===== src/rtl/shift_issue_ctrl.sv =====
// -----------------------------------------------------------------------------
// shift_issue_ctrl
//
// Sequencing stage in front of the left/right barrel shifters. A decoded
// shift/rotate request is accepted, normalised into the shifters' control
// byte, and held stable while the shifters settle. The selected shifter output
// is then captured and handed to register-file writeback over a valid/ready
// handshake.
//
// This stage also covers the cases the shifters cannot handle directly:
//   - Left rotates are re-expressed as right rotates.
//   - Amounts above 8 are clamped for shifts and reduced mod 8 for rotates.
//   - Zero-amount requests bypass the shifters.
//   - Reserved modes are rejected with a one-cycle error pulse.
//
// Parameters
//   SETTLE_CYCLES  cycles the SH_* outputs are held before sampling (>= 1)
//
// Ports
//   i_clk          clock, rising edge
//   i_reset        synchronous, active-high reset
//   i_req_valid    request present
//   o_req_ready    high only while idle
//   i_req_dir      0 = left, 1 = right
//   i_req_mode     00 logical, 01 arithmetic, 10 rotate, 11 reserved
//   i_req_data     operand to shift
//   i_req_amount   unsigned shift amount
//   i_req_dest     destination register
//   o_sh_data1     operand to both shifters
//   o_sh_data2     control byte: [7:6] mode, [5:4] 0, [3:0] effective amount
//   o_sh_sel       1 = sample the right shifter, 0 = sample the left shifter
//   i_lsh_result   left shifter output
//   i_rsh_result   right shifter output
//   o_wb_valid     writeback data valid
//   i_wb_ready     register file accepts the writeback
//   o_wb_data      shifted result
//   o_wb_addr      latched destination register
//   o_err          one-cycle pulse when a reserved mode is rejected
// -----------------------------------------------------------------------------
module shift_issue_ctrl #(
    parameter int SETTLE_CYCLES = 1
) (
    input  logic       i_clk,
    input  logic       i_reset,
    input  logic       i_req_valid,
    output logic       o_req_ready,
    input  logic       i_req_dir,
    input  logic [1:0] i_req_mode,
    input  logic [7:0] i_req_data,
    input  logic [7:0] i_req_amount,
    input  logic [2:0] i_req_dest,
    output logic [7:0] o_sh_data1,
    output logic [7:0] o_sh_data2,
    output logic       o_sh_sel,
    input  logic [7:0] i_lsh_result,
    input  logic [7:0] i_rsh_result,
    output logic       o_wb_valid,
    input  logic       i_wb_ready,
    output logic [7:0] o_wb_data,
    output logic [2:0] o_wb_addr,
    output logic       o_err
);

    localparam int CNT_W = (SETTLE_CYCLES > 1) ? $clog2(SETTLE_CYCLES) : 1;
    localparam logic [CNT_W-1:0] CNT_LAST = CNT_W'(SETTLE_CYCLES - 1);

    localparam logic [1:0] MODE_LOGIC = 2'b00;
    localparam logic [1:0] MODE_ARITH = 2'b01;
    localparam logic [1:0] MODE_ROT   = 2'b10;
    localparam logic [1:0] MODE_RSV   = 2'b11;

    typedef enum logic [1:0] {
        S_IDLE,
        S_SETTLE,
        S_WB
    } state_t;

    state_t           r_state;
    logic [CNT_W-1:0] r_cnt;
    logic [7:0]       r_sh_data1;
    logic [7:0]       r_sh_data2;
    logic             r_sh_sel;
    logic             r_wb_valid;
    logic [7:0]       r_wb_data;
    logic [2:0]       r_wb_addr;
    logic             r_err;

    // Normalised view of the incoming request.
    logic [1:0] w_eff_mode;
    logic       w_eff_dir;
    logic [3:0] w_eff_amt;
    logic       w_is_rsv;

    // NOTE: every signal assigned in an always_comb gets a default first, so no
    // path through the block can leave it unassigned and infer a latch.
    always_comb begin
        w_eff_mode = i_req_mode;
        w_eff_dir  = i_req_dir;
        w_eff_amt  = 4'd0;
        w_is_rsv   = (i_req_mode == MODE_RSV);

        if (i_req_mode == MODE_ROT) begin
            // Rotates only care about amount mod 8. A left rotate by n equals
            // a right rotate by (8 - n) mod 8, which is just -n in 3 bits.
            w_eff_dir = 1'b1;
            if (i_req_dir) begin
                w_eff_amt = {1'b0, i_req_amount[2:0]};
            end else begin
                w_eff_amt = {1'b0, 3'(3'd0 - i_req_amount[2:0])};
            end
        end else begin
            // There is no left arithmetic shift; it is identical to logical.
            if (!i_req_dir && (i_req_mode == MODE_ARITH)) begin
                w_eff_mode = MODE_LOGIC;
            end
            // Anything from 8 upward flushes the whole operand.
            if (i_req_amount >= 8'd8) begin
                w_eff_amt = 4'd8;
            end else begin
                w_eff_amt = i_req_amount[3:0];
            end
        end
    end

    // NOTE: sequential state is updated only with non-blocking assignments, so
    // every register samples pre-edge values regardless of statement order.
    always_ff @(posedge i_clk) begin
        if (i_reset) begin
            r_state    <= S_IDLE;
            r_cnt      <= '0;
            r_sh_data1 <= 8'h00;
            r_sh_data2 <= 8'h00;
            r_sh_sel   <= 1'b0;
            r_wb_valid <= 1'b0;
            r_wb_data  <= 8'h00;
            r_wb_addr  <= 3'd0;
            r_err      <= 1'b0;
        end else begin
            r_err <= 1'b0;
            case (r_state)
                S_IDLE: begin
                    if (i_req_valid) begin
                        if (w_is_rsv) begin
                            r_err <= 1'b1;
                        end else if (w_eff_amt == 4'd0) begin
                            // Nothing to shift: skip the shifters and leave
                            // SH_* untouched.
                            r_wb_addr  <= i_req_dest;
                            r_wb_data  <= i_req_data;
                            r_wb_valid <= 1'b1;
                            r_state    <= S_WB;
                        end else begin
                            r_wb_addr  <= i_req_dest;
                            r_sh_data1 <= i_req_data;
                            r_sh_data2 <= {w_eff_mode, 2'b00, w_eff_amt};
                            r_sh_sel   <= w_eff_dir;
                            r_cnt      <= '0;
                            r_state    <= S_SETTLE;
                        end
                    end
                end

                S_SETTLE: begin
                    r_cnt <= r_cnt + 1'b1;
                    if (r_cnt == CNT_LAST) begin
                        r_wb_data  <= r_sh_sel ? i_rsh_result : i_lsh_result;
                        r_wb_valid <= 1'b1;
                        r_state    <= S_WB;
                    end
                end

                S_WB: begin
                    // Returning to idle here, rather than accepting directly,
                    // keeps a new request out of the completing cycle.
                    if (i_wb_ready) begin
                        r_wb_valid <= 1'b0;
                        r_state    <= S_IDLE;
                    end
                end

                default: begin
                    r_state <= S_IDLE;
                end
            endcase
        end
    end

    assign o_req_ready = (r_state == S_IDLE);
    assign o_sh_data1  = r_sh_data1;
    assign o_sh_data2  = r_sh_data2;
    assign o_sh_sel    = r_sh_sel;
    assign o_wb_valid  = r_wb_valid;
    assign o_wb_data   = r_wb_data;
    assign o_wb_addr   = r_wb_addr;
    assign o_err       = r_err;

endmodule


===== config.mk =====
export PLATFORM = sky130hd
export DESIGN_NAME = shift_issue_ctrl
export DESIGN_NICKNAME = d
export VERILOG_FILES = /design/src/rtl/shift_issue_ctrl.sv
export SDC_FILE = /design/constraint.sdc
export NUM_CORES = 1
export LEC_CHECK = 0
export BUFFER_PORTS_ARGS = -buffer_cell sky130_fd_sc_hd__buf_4
export CAP_MARGIN = 10
export CORE_MARGIN = 3
export CORE_UTILIZATION = 50
export CTS_BUF_LIST = sky130_fd_sc_hd__clkbuf_4 sky130_fd_sc_hd__clkbuf_8 sky130_fd_sc_hd__clkbuf_16
export DETAILED_ROUTE_END_ITERATION = 6
export GPL_ROUTABILITY_DRIVEN = 0
export PLACE_DENSITY = 0.84
export SETUP_SLACK_MARGIN = 0.4
export SLEW_MARGIN = 5
export SYNTH_ARGS = -nofsm -noshare
export SYNTH_HDL_FRONTEND = slang
export SYNTH_SLANG_ARGS = --single-unit

===== constraint.sdc =====
create_clock -name i_clk -period 3.7 [get_ports i_clk]
set_clock_uncertainty 0.1 [all_clocks]
set_input_delay 0.555 -clock i_clk [delete_from_list [all_inputs] [get_ports i_clk]]
set_output_delay 0.555 -clock i_clk [all_outputs]
set_load 0.03 [all_outputs]

# --- Word level (Yosys, flattened, before mapping) ---
# Cells that the tools add are included.
word_totals:
  regBits: 31
  latch_bits: 0
  mem_bits_rw: 0
  rom_bits: 0
  input_bits: 42
  output_inout_bits: 31
  wordCells: 69
  memories: 0
op_classes:
  addsub: 2
  multipliers: 0
  div_mod_pow: 0
  magnitude_cmp: 1
  n_eq_ne: 11
  shifts: 0
  n_mux: 29
  bitwise_logic: 4
  n_reduce_logical: 13
op_table:
  columns: ["cell", "n"]
  rows:
  - ["two-way mux 8 bit", 5]
  - ["case mux 8 bit (2 select lines)", 1]
  - ["two-way mux 2 bit", 7]
  - ["AND reduction 4 bit", 3]
  - ["two-way mux 1 bit", 10]
  - ["!= test 2 bit, second input constant", 5]
  - [">= comparator 8 x 4 -> 1 bit, second input constant", 1]
  - ["two-way mux 4 bit", 2]
  - ["equality test 2 bit, second input constant", 3]
  - ["case mux 2 bit (3 select lines)", 1]
  - ["AND reduction 6 bit", 1]
  - ["AND reduction 5 bit", 1]
  - ["equality test 2 x 1 -> 1 bit, second input constant", 2]
  - ["zero test 4 bit", 1]
  - ["inverter 1 bit", 4]
  - ["two-way mux 3 bit", 1]
  - ["case mux 1 bit (3 select lines)", 1]
  - ["AND reduction 3 bit", 1]
  - ["nonzero test 3 bit", 1]
  - ["OR reduction 3 bit", 1]
  - ["subtractor 1 x 3 -> 3 bit, first input constant", 1]
  - ["zero test 2 bit", 1]
  - ["!= test 2 x 1 -> 1 bit, second input constant", 1]
  - ["case mux 1 bit (2 select lines)", 1]
  - ["other kinds (4)", 4]

# --- Depth between registers and ports, before layout ---
# Gate-level depths: netlist of run 1.
depth:
  depth_word: 8
  depth_mapped: 8
  mapped_depth_nobuf: 7

# --- Worst setup path after synthesis of run 1 ---
# No wires, ideal clock.
synth_timing:
  path_type: "register to register"
  from: "register r_state[0]"
  to: "register r_wb_data[0] (netlist: o_wb_data[0])"
  setup_ns: 0.121
  t_arrival_ns: 1.960
  required_time_ns: 3.479
  path_slack_ns: 1.518
  stages_incl_launch_ff: 7
  path_buffers: 1
  period_less_slack_ns: 2.182
  path_cell_list: "dfxtp_1 buf_2 nor2_1 nand3_1 o21ai_1 o21ai_4 mux2_4"
synth_between:
  elab_chain_cells: 3
  elab_cells_between_ends: 9
  cone_classes: "eq/ne: 5; mux: 1; reduce/logical: 3"
synth_rtl:
  columns: ["item", "line", "text"]
  rows:
  - ["start: declaration", "78", "state_t r_state;"]
  - ["start signal: assignment", "129", "r_state <= S_IDLE;"]
  - ["start signal: assignment", "151", "r_state <= S_WB;"]
  - ["start signal: assignment", "158", "r_state <= S_SETTLE;"]
  - ["zero test 2 bit *", null, null]
  - ["via o_req_ready", "46", "output logic o_req_ready,"]
  - ["!= test 2 x 1 -> 1 bit (no source line) (tied with other cells)", null, null]
  - ["AND reduction 5 bit (no source line)", null, null]
  - ["end signal: assignment", "149", "r_wb_data <= i_req_data;"]
  - ["end signal: assignment", "166", "r_wb_data <= r_sh_sel ? i_rsh_result : i_lsh_result;"]
  - ["end: declaration", "84", "logic [7:0] r_wb_data;"]
# Mark *: on every way through the listed nets, which the timed path passes. The rest lies on a longest branch.
# A chain may end at the register's enable or synchronous reset.

# --- Worst setup path after layout of run 1 ---
layout_timing:
  from: "register r_state[0]"
  to: "register r_wb_data[5] (netlist: o_wb_data[5])"
layout_between:
  elab_chain_cells: 3
  elab_cells_between_ends: 9
  cone_classes: "eq/ne: 5; mux: 1; reduce/logical: 3"
layout_rtl:
  columns: ["item", "line", "text"]
  rows:
  - ["equality test 2 x 1 -> 1 bit / zero test 2 bit (equally long branches)", "140", "case (r_state)"]
  - ["!= test 2 bit (no source line) (tied with other cells)", null, null]
  - ["AND reduction 5 bit (no source line)", null, null]
# Several ways; a longest one is shown, not always the timed one.

==> results of run 1 <==
## metal layers
layer	vias to the layer above	global-route usage (%)
met4	0	7.28
met1	737	25.9
met5	-	0
met2	58	35.3
met3	10	4.99
li1	824	-
## cells by family after synthesis
group	count (synthesis)	share of synthesized area, %
other	1	0.229
muxes	16	12.2
AOI/OAI and AO/OA	56	20.7
adders and majority gates	1	0.763
buffers and inverters	20	5.49
DFF	31	37.8
and+or+nand+nor	74	22.8
## where the power goes
group	switching (mW)	leakage (nW)	internal (mW)
Sequential	0.0228	0.253	0.360
Combinational	0.147	0.693	0.113
Clock	0.119	0.0482	0.160
Total	0.288	0.995	0.633
## per-stage QoR
step	setup slack, ns	hold WS, ns	util, %	cells
6_report	1.50	0.351	72.4	308
5_1_grt	1.25	0.361	72.4	308
4_1_cts	1.46	0.351	72.4	308
3_5_place_dp	1.26	0.349	69.6	300
3_3_place_gp	1.33	0.348	69.6	300
2_1_floorplan	1.52	0.389	-	200
## cell usage after synthesis (3+ instances only)
| library cell | count | share of area (%) |
|---|---|---|
| a21oi_1 | 29 | 8.8 |
| buf_2 | 3 | 0.92 |
| buf_4 | 3 | 1.4 |
| clkbuf_1 | 8 | 1.8 |
| dfxtp_1 | 31 | 38 |
| inv_1 | 5 | 1.1 |
| mux2_4 | 8 | 7.3 |
| mux2i_1 | 8 | 4.9 |
| nand2_1 | 12 | 2.7 |
| nand2b_1 | 3 | 1.1 |
| nand3_1 | 11 | 3.4 |
| nor2_1 | 25 | 5.7 |
| nor2b_1 | 9 | 3.4 |
| nor3_1 | 4 | 1.2 |
| nor4_1 | 3 | 1.1 |
| o21ai_0 | 14 | 4.3 |
## state kept, by name (all words and copies together) (netlist names)
name,flops
o_sh_sel,1
o_wb_addr,3
o_wb_data,8
o_sh_data2,6
r_state,2
o_wb_valid,1
o_err,1
o_sh_data1,8
r_cnt,1
## placed cells by master (no fill, tap or decap), types with 4 or more instances in the layout
| cell | count |
|---|---|
| dfxtp_1 | 31 |
| nor2b_1 | 9 |
| buf_4 | 71 |
| o21ai_0 | 14 |
| a21oi_1 | 29 |
| mux2i_1 | 8 |
| mux2_4 | 8 |
| nand2_1 | 12 |
| clkbuf_4 | 5 |
| nor3_1 | 4 |
| inv_1 | 5 |
| nor2_1 | 25 |
| nand3_1 | 11 |
## worst min path at each step
stage | startpoint | cells past startpoint | end | slack [ns]
4_1_cts | i_req_dest[0] | 3 | o_wb_addr[0] | 0.35
3_3_place_gp | o_wb_addr[1] | 2 | o_wb_addr[1] | 0.35
3_5_place_dp | o_wb_addr[1] | 2 | o_wb_addr[1] | 0.35
6_report | i_req_dest[2] | 3 | o_wb_addr[2] | 0.35
2_1_floorplan | r_cnt | 2 | r_cnt | 0.39
5_1_grt | i_req_dest[2] | 3 | o_wb_addr[2] | 0.36
## area by class of cell
| class | instances | area [µm²] | share of cell area (%) |
|---|---|---|---|
| Clock buffer | 6 | 51.3 | 2.28 |
| Clock inverter | 2 | 35.0 | 1.56 |
| Inverter | 5 | 18.8 | 0.835 |
| Multi-Input combinational cell | 149 | 933 | 41.5 |
| Sequential cell | 31 | 621 | 27.6 |
| Tap cell | 44 | 55.1 | 2.45 |
| Timing Repair Buffer | 71 | 533 | 23.7 |
## critical path: stages, from the launching register on
cell     delay (ns)
dfxtp_1        0.41
nor2_1         0.26
nand3_1        0.48
o21ai_1        0.33
o21ai_4        0.18
mux2_4         0.33
==> impl_metrics.tcl, run 1 <==
set metrics [dict create \
    outcome "completed" \
    place_area_mm2 0.00216 \
    wl_met1_mm 1.82 \
    cp_data_arrival_time_ns 2.33 \
    core_area_mm2 0.00310 \
    die-area_mm2 0.00400 \
    wl_met3_um 291 \
    nets 306 \
    ys.flop_type "dfxtp_1" \
    nFillCells 276 \
    endpoint "o_wb_data[5]" \
    hpwl_mm 3.03 \
    maxCapViolCount 0 \
    finalHoldViolations 0 \
    critPathCaptureType "register" \
    worstSetupPathType "reg -> reg" \
    setup_viol 0 \
    critical_path.startpoint "r_state[0]" \
    routed_wl_mm 4.24 \
    drc 0 \
    synthCells 199 \
    viasPerCell 5.29 \
    area_delta_synth_final_pct 37.0 \
    grt_pass1_vias 1469 \
    r2r_setup_slack_ns 1.50 \
    yosysSeqAreaShare_pct 37.8 \
    hold_buffers 0 \
    final_max_slew_viol_count 0 \
    grt_max_degree 41 \
    critPathLaunchType "register" \
    io_buffer_count 70 \
    synthDistinctLibCells 39 \
    powerDensity_mw_per_mm2 410 \
    hold_path.class "in -> reg" \
    h-tree-depth 2 \
    antenna_left 0 \
    ctsResizeCount 0 \
    synth-edff-count 0 \
    grt_pass1_wl_mm 6.72 \
    rsz0062_at_grt "false" \
    io_pins 73 \
    fp.dieW_um 63.3 \
    drive_above_1_share_pct 36.0 \
    cellLeakagePower_nw 0.995 \
    fmax_ghz 0.455 \
    worstReg2RegEnd "o_wb_data[5]" \
    clock_latency_ns 0.33 \
    yosysWarnings 0 \
    ys_async_sr_fraction_pct 0 \
    highest_layer "met4" \
    grt_overflow_total 0 \
    post_cts_buffers 0 \
    wire_per_inst_um 13.8 \
    r2r_start "r_state[0]" \
    die_y_um 63.3 \
    synth_area_mm2 0.00164 \
    power.total_mw 0.921 \
    cts_made_buffers 5 \
    drt-initial-drc-count 65 \
    placementRows 20 \
    clock_tree.buffer_depth 2 \
    antenna_found_initial 0 \
    worst-slew-pin-transition_ns 0.653 \
    r2r_cells 5 \
    peakVddDrop_v 0.000265 \
    cts_tree "done" \
    met2_length_mm 2.05 \
    clkTransAtPathRegs_ns 0.10 \
    ys_ff_latch 31 \
    via_count 1629 \
    grt_use_total_pct 20.9 \
    max_slew_margin_pct 56.5 \
    finalCritPeriodShare_pct 59.4 \
    drt_pre_antenna_iters 4 \
    initial_core_util_pct 52.9 \
    antenna_cells 0 \
    cts_sinks 31 \
    crit_fanout 19 \
    avgSynthCellArea_um2 8.24 \
    root_buffer "clkbuf_4" \
    finalSetupTns_ns 0 \
    postLayoutCellArea_mm2 0.00225 \
    cp.required_ns 3.83 \
    min_period_ns 2.20 \
]
Note: power is estimated with default switching activity, not from simulation.
==> run 2: changes to the inputs <==
--- a/config.mk
+++ b/config.mk
@@ -8,11 +8,11 @@
 export BUFFER_PORTS_ARGS = -buffer_cell sky130_fd_sc_hd__buf_4
 export CAP_MARGIN = 10
 export CORE_MARGIN = 3
-export CORE_UTILIZATION = 50
+export CORE_UTILIZATION = 47
 export CTS_BUF_LIST = sky130_fd_sc_hd__clkbuf_4 sky130_fd_sc_hd__clkbuf_8 sky130_fd_sc_hd__clkbuf_16
 export DETAILED_ROUTE_END_ITERATION = 6
 export GPL_ROUTABILITY_DRIVEN = 0
-export PLACE_DENSITY = 0.84
+export PLACE_DENSITY = 0.8
 export SETUP_SLACK_MARGIN = 0.4
 export SLEW_MARGIN = 5
 export SYNTH_ARGS = -nofsm -noshare
==> constraint.sdc (replaced) <==
create_clock -name i_clk -period 2.3 [get_ports i_clk]
set_clock_uncertainty 0.1 [all_clocks]
set_input_delay 0.345 -clock i_clk [delete_from_list [all_inputs] [get_ports i_clk]]
set_output_delay 0.345 -clock i_clk [all_outputs]
set_load 0.03 [all_outputs]
==> run 2 against run 1 <==
Combinational power increased by 65%; register-to-register slack worse by 0.91 ns; largest power group unchanged; sequential cell count did not move; largest cell class unchanged; cell area is 1.7% higher.
==> impl_metrics.tcl, run 2 (synthesized netlist as in run 1, its figures left out) <==
set metrics [dict create \
    area_delta_synth_final_pct 39.3 \
    finalHoldViolations 0 \
    grt_use_total_pct 20.9 \
    core_area_mm2 0.00318 \
    power.total_mw 1.49 \
    crit_fanout 10 \
    cp_data_arrival_time_ns 1.90 \
    hold_buffers 0 \
    root_buffer "clkbuf_4" \
    grt_max_degree 41 \
    finalSetupTns_ns 0 \
    routed_wl_mm 4.22 \
    critPathLaunchType "input port" \
    drt_pre_antenna_iters 4 \
    r2r_start "o_sh_sel" \
    cts_sinks 31 \
    cellLeakagePower_nw 1.02 \
    viasPerCell 5.29 \
    grt_overflow_total 0 \
    maxCapViolCount 0 \
    worstReg2RegEnd "o_wb_data[1]" \
    clock_tree.buffer_depth 2 \
    die_y_um 65.1 \
    critical_path.startpoint "i_req_amount[0]" \
    utilization_pct 71.9 \
    post_cts_buffers 0 \
    grt_pass1_vias 1468 \
    antenna_found_initial 0 \
    r2r_cells 5 \
    setup_viol 0 \
    powerDensity_mw_per_mm2 651 \
    h-tree-depth 2 \
    clkTransAtPathRegs_ns 0.10 \
    min_period_ns 1.79 \
    dp_slack_ns 0.188 \
    io_buffer_count 70 \
    placementRows 20 \
    max_slew_margin_pct 59.4 \
    critPathMaxStageDelay_ns 0.38 \
    rsz0062_at_grt "false" \
    cts_tree "done" \
    layout_common_cells "buf_4, dfxtp_1, a21oi_1" \
    ctsResizeCount 0 \
    initial_core_util_pct 51.6 \
    fp.dieW_um 65.1 \
    worstSetupPathType "in -> reg" \
    hold_path.class "in -> reg" \
    finalCritPeriodShare_pct 77.8 \
    worst-slew-pin-transition_ns 0.605 \
    cp.required_ns 2.41 \
    layout_commonest_cell "buf_4" \
    peakVddDrop_v 0.000452 \
    critPathCaptureType "register" \
    clock_latency_ns 0.32 \
    drt-initial-drc-count 98 \
    antenna_left 0 \
    crit_chain "buf_4 > inv_1 > ha_1 > o21ai_0 > a22oi_2 > a21oi_4 > o21ai_4 > mux2_4" \
    r2r_setup_slack_ns 0.59 \
    nets 310 \
    fmax_ghz 0.559 \
    hpwl_mm 3.14 \
    endpoint "o_wb_data[3]" \
    outcome "completed" \
    io_pins 73 \
    final_max_slew_viol_count 0 \
    crit_slowest_cell "o21ai_4" \
    drc 0 \
    antenna_cells 0 \
    wire_per_inst_um 13.5 \
    via_count 1652 \
    cts_made_buffers 5 \
    grt_pass1_wl_mm 6.87 \
    drive_above_1_share_pct 37.3 \
    worst_slack_ns 0.510 \
    die-area_mm2 0.00423 \
]
==> run 2: changes by cell type in the layout (fill, tap and decap cells not counted), sizes merged <==
cell | before | now
buf | 71 | 75
==> run 2: layer usage <==
metal  global-route usage [%]  routed length (µm)  vias up
li1                         -                   -      829
met2                     31.4                2110       51
met4                     6.74                  35        0
met3                     7.28                 268        4
met1                     28.0                1810      768
met5                        0                   0        -
==> run 2: where the power goes <==
group          internal (mW)  leakage (nW)  switching [mW]
registers              0.579         0.253          0.0368
logic                  0.191         0.714           0.238
clock network          0.257        0.0482           0.185
==> run 2: critical path, delay by kind of cell <==
family / cells / cell delay [ns]
muxes: 1 / 0.33
adders and majority gates: 1 / 0.22
buffers and inverters: 2 / 0.19
AOI/OAI and AO/OA: 4 / 0.81
==> run 2: final cells by class <==
cell class / instances / area (µm²)
inverter: 5 / 18.8
clock buffer: 6 / 51.3
tap: 44 / 55.1
multi-input combinational: 149 / 941
timing repair buffer: 75 / 563
sequential: 31 / 621
fill: 259 / 893
clock inverter: 2 / 35.0
==> run 2: worst min-delay path by stage <==
| stage | from | to | slack (ns) | cells past startpoint |
|---|---|---|---|---|
| 2_1_floorplan | i_req_dest[0] | o_wb_addr[0] | 0.38 | 2 |
| 5_1_grt | i_req_dest[2] | o_wb_addr[2] | 0.13 | 3 |
| 3_3_place_gp | o_wb_addr[1] | o_wb_addr[1] | 0.34 | 2 |
| 3_5_place_dp | o_wb_addr[0] | o_wb_addr[0] | 0.35 | 2 |
| 4_1_cts | i_req_dest[2] | o_wb_addr[2] | 0.14 | 3 |
| 6_report | i_req_dest[2] | o_wb_addr[2] | 0.16 | 3 |
==> run 2: per-stage QoR <==
| stage | hold WS, ns | std cells | cell area (µm²) |
|---|---|---|---|
| 6_report | 0.157 | 312 | 2280 |
| 2_1_floorplan | 0.381 | 200 | 1650 |
| 3_3_place_gp | 0.343 | 304 | 2200 |
| 4_1_cts | 0.142 | 312 | 2280 |
| 3_5_place_dp | 0.350 | 304 | 2200 |
| 5_1_grt | 0.129 | 312 | 2280 |
==> run 3: changes to the inputs <==
--- a/config.mk
+++ b/config.mk
@@ -5,14 +5,15 @@
 export SDC_FILE = /design/constraint.sdc
 export NUM_CORES = 1
 export LEC_CHECK = 0
+export ABC_AREA = 1
 export BUFFER_PORTS_ARGS = -buffer_cell sky130_fd_sc_hd__buf_4
 export CAP_MARGIN = 10
 export CORE_MARGIN = 3
-export CORE_UTILIZATION = 47
+export CORE_UTILIZATION = 46
 export CTS_BUF_LIST = sky130_fd_sc_hd__clkbuf_4 sky130_fd_sc_hd__clkbuf_8 sky130_fd_sc_hd__clkbuf_16
 export DETAILED_ROUTE_END_ITERATION = 6
 export GPL_ROUTABILITY_DRIVEN = 0
-export PLACE_DENSITY = 0.8
+export PLACE_DENSITY = 0.79
 export SETUP_SLACK_MARGIN = 0.4
 export SLEW_MARGIN = 5
 export SYNTH_ARGS = -nofsm -noshare
==> constraint.sdc (replaced) <==
create_clock -name i_clk -period 1.8 [get_ports i_clk]
set_clock_uncertainty 0.1 [all_clocks]
set_input_delay 0.27 -clock i_clk [delete_from_list [all_inputs] [get_ports i_clk]]
set_output_delay 0.27 -clock i_clk [all_outputs]
set_load 0.03 [all_outputs]
==> run 3 against run 2 <==
Utilization is 9.6 points higher; cell area is 12% higher; total power increased by 34%; sequential cell count did not move; worst hold slack worse by 0.071 ns; register-to-register slack lost 0.26 ns; synthesized area fell by 5.2%; sequential power grew 25%; highest routed layer unchanged; wire length increased by 7.5%.
==> impl_metrics.tcl, run 3 <==
set metrics [dict create \
    outcome "completed" \
    cts_tree "done" \
    min_period_ns 1.47 \
    h-tree-depth 2 \
    layout_commonest_cell "buf_4" \
    cellLeakagePower_nw 1.17 \
    antenna_cells 0 \
    placementRows 20 \
    fmax_ghz 0.682 \
    core_area_mm2 0.00313 \
    cts_made_buffers 5 \
    io_buffer_count 70 \
    yosysWarnings 0 \
    grt_use_total_pct 20.9 \
    hpwl_mm 2.93 \
    rsz0062_at_grt "true" \
    powerDensity_mw_per_mm2 779 \
    synth.most_common_cell "nand2_1" \
    hold_end "o_wb_addr[0]" \
    r2r_cells 9 \
    via_count 1715 \
    peakVddDrop_v 0.000478 \
    crit_fanout 5 \
    routed_wl_mm 4.54 \
    viasPerCell 4.94 \
    wire_per_inst_um 13.1 \
    drive_above_1_share_pct 51.5 \
    synth_area_mm2 0.00156 \
    cts_sinks 31 \
    area_delta_synth_final_pct 63.9 \
    cp_data_arrival_time_ns 1.59 \
    finalCritPeriodShare_pct 81.4 \
    initial_core_util_pct 49.7 \
    placed_cells_incl_taps 328 \
    nFillCells 212 \
    critPathLaunchType "register" \
    drc 0 \
    synthCells 213 \
    hold_path.class "in -> reg" \
    die-area_mm2 0.00411 \
    yosysSeqAreaShare_pct 39.9 \
    clock_tree.buffer_depth 2 \
    worstReg2RegEnd "o_wb_data[0]" \
    antenna_found_initial 0 \
    ys_ff_latch 31 \
    power.total_mw 1.98 \
    setup_viol 0 \
    grt_overflow_total 0 \
    finalSetupTns_ns 0 \
    die_y_um 64.1 \
    cp.required_ns 1.93 \
    grt_pass1_vias 1499 \
    grt_max_degree 21 \
    clkTransAtPathRegs_ns 0.10 \
    finalNonFillerCells 347 \
    critPathCaptureType "register" \
    finalHoldViolations 0 \
    nets 345 \
    worstSetupPathType "reg -> reg" \
    synthDistinctLibCells 26 \
    synth.largest_area_cell "dfxtp_1" \
    holdWs_ns 0.0863 \
    r2r_setup_slack_ns 0.33 \
    ys.flop_type "dfxtp_1" \
    antenna_left 0 \
    io_pins 73 \
    utilization_pct 81.5 \
    clock_latency_ns 0.33 \
    synth-edff-count 0 \
    maxCapViolCount 0 \
    final_max_slew_viol_count 0 \
    layout_common_cells "buf_4, nand2_1, a21oi_1" \
    synthDominantCellAreaShare_pct 39.9 \
    r2r_start "r_state[0]" \
    grt_pass1_wl_mm 6.75 \
    hold_depth 3 \
    min_from "i_req_dest[0]" \
    ys_async_sr_fraction_pct 0 \
    root_buffer "clkbuf_4" \
    yosys-top-cells-area "dfxtp_1, nand2_1, a21oi_1" \
    drt-initial-drc-count 65 \
    yosys-top-cells-count "nand2_1, a21oi_1, dfxtp_1, nor2_1, inv_1" \
    drt_pre_antenna_iters 5 \
    avgSynthCellArea_um2 7.30 \
    fp.dieW_um 64.1 \
]
==> run 3: cell types whose count changed after synthesis, sizes merged, moves of 3 or more <==
cell    delta
nor2b      -9
nor2       -8
nor4       -4
a21oi      +5
inv       +10
and2       +7
nand3      -6
clkbuf     -3
o21ai      -4
mux2       -8
nand2b     -3
nand2     +57
mux2i      -8
==> run 3: report_power, final <==
group | switching [mW] | internal, mW
sequential | 0.0340 | 0.733
combinational | 0.360 | 0.280
clock | 0.250 | 0.328
total | 0.643 | 1.34
==> run 3: logic make-up (layout without fill, tap and decap cells) <==
kind of cell	after synthesis	after routing	share of synthesized area [%]
AOI/OAI and AO/OA	49	49	18.3
adders and majority gates	1	1	0.804
buffers and inverters	25	112	7.72
DFF	31	31	39.9
other	1	2	0.241
and+or+nand+nor	106	108	33.1
==> run 3: area by class of cell <==
type                    instances  area (µm²)  share of cell area [%]
clock buffers                   6        51.3                    2.01
inverters                      15        81.3                    3.19
well taps                      44        55.1                    2.16
flip-flops and latches         31         629                    24.7
multi-input cells             160         987                    38.7
repair buffers                 89         709                    27.8
clock inverters                 2        35.0                    1.37
==> run 3: metal layers <==
| metal | track usage (%) | vias to the layer above | share of wire (%) |
|---|---|---|---|
| met5 | 0 | - | 0 |
| met4 | 7.12 | 0 | 0.77 |
| met3 | 6.15 | 5 | 6.4 |
| met2 | 34.7 | 53 | 51 |
| met1 | 25.7 | 794 | 41 |
| li1 | - | 863 | - |
==> run 3: repair_timing <==
item,CTS,global route
gates cloned,2,0
buffers inserted,4,5
pin swaps,5,15
setup endpoints to repair,23,28
hold buffers,0,0
resized for setup,20,34
==> run 3: worst max-delay path: stages (launching register included) <==
cell     delay, ns
dfxtp_2       0.37
inv_2         0.06
nor2_4        0.09
inv_2         0.05
or2_4         0.26
nand2_8       0.10
nand2_4       0.09
nand2_1       0.08
o21ai_2       0.04
and2_1        0.13
==> run 3: metrics by stage <==
step	worst slack (ns)	cell area (µm²)
global route	0.258	2550
floorplan	0.151	1610
CTS	0.339	2390
detailed placement	-0.0813	2200
global placement	-0.0567	2200
finish	0.334	2550
==> run 3: how the worst max path moves through the flow <==
| stage | start | endpoint | slack, ns | depth (start not counted) |
|---|---|---|---|---|
| finish | r_state[0] | o_wb_data[0] | 0.33 | 9 |
| global route | i_req_amount[1] | o_sh_data1[3] | 0.26 | 11 |
| CTS | r_state[0] | o_wb_data[3] | 0.34 | 9 |
| detailed placement | i_req_amount[1] | o_wb_data[2] | -0.08 | 12 |
| global placement | i_req_amount[1] | o_wb_data[0] | -0.06 | 12 |
| floorplan | i_req_amount[1] | o_wb_data[2] | 0.15 | 11 |
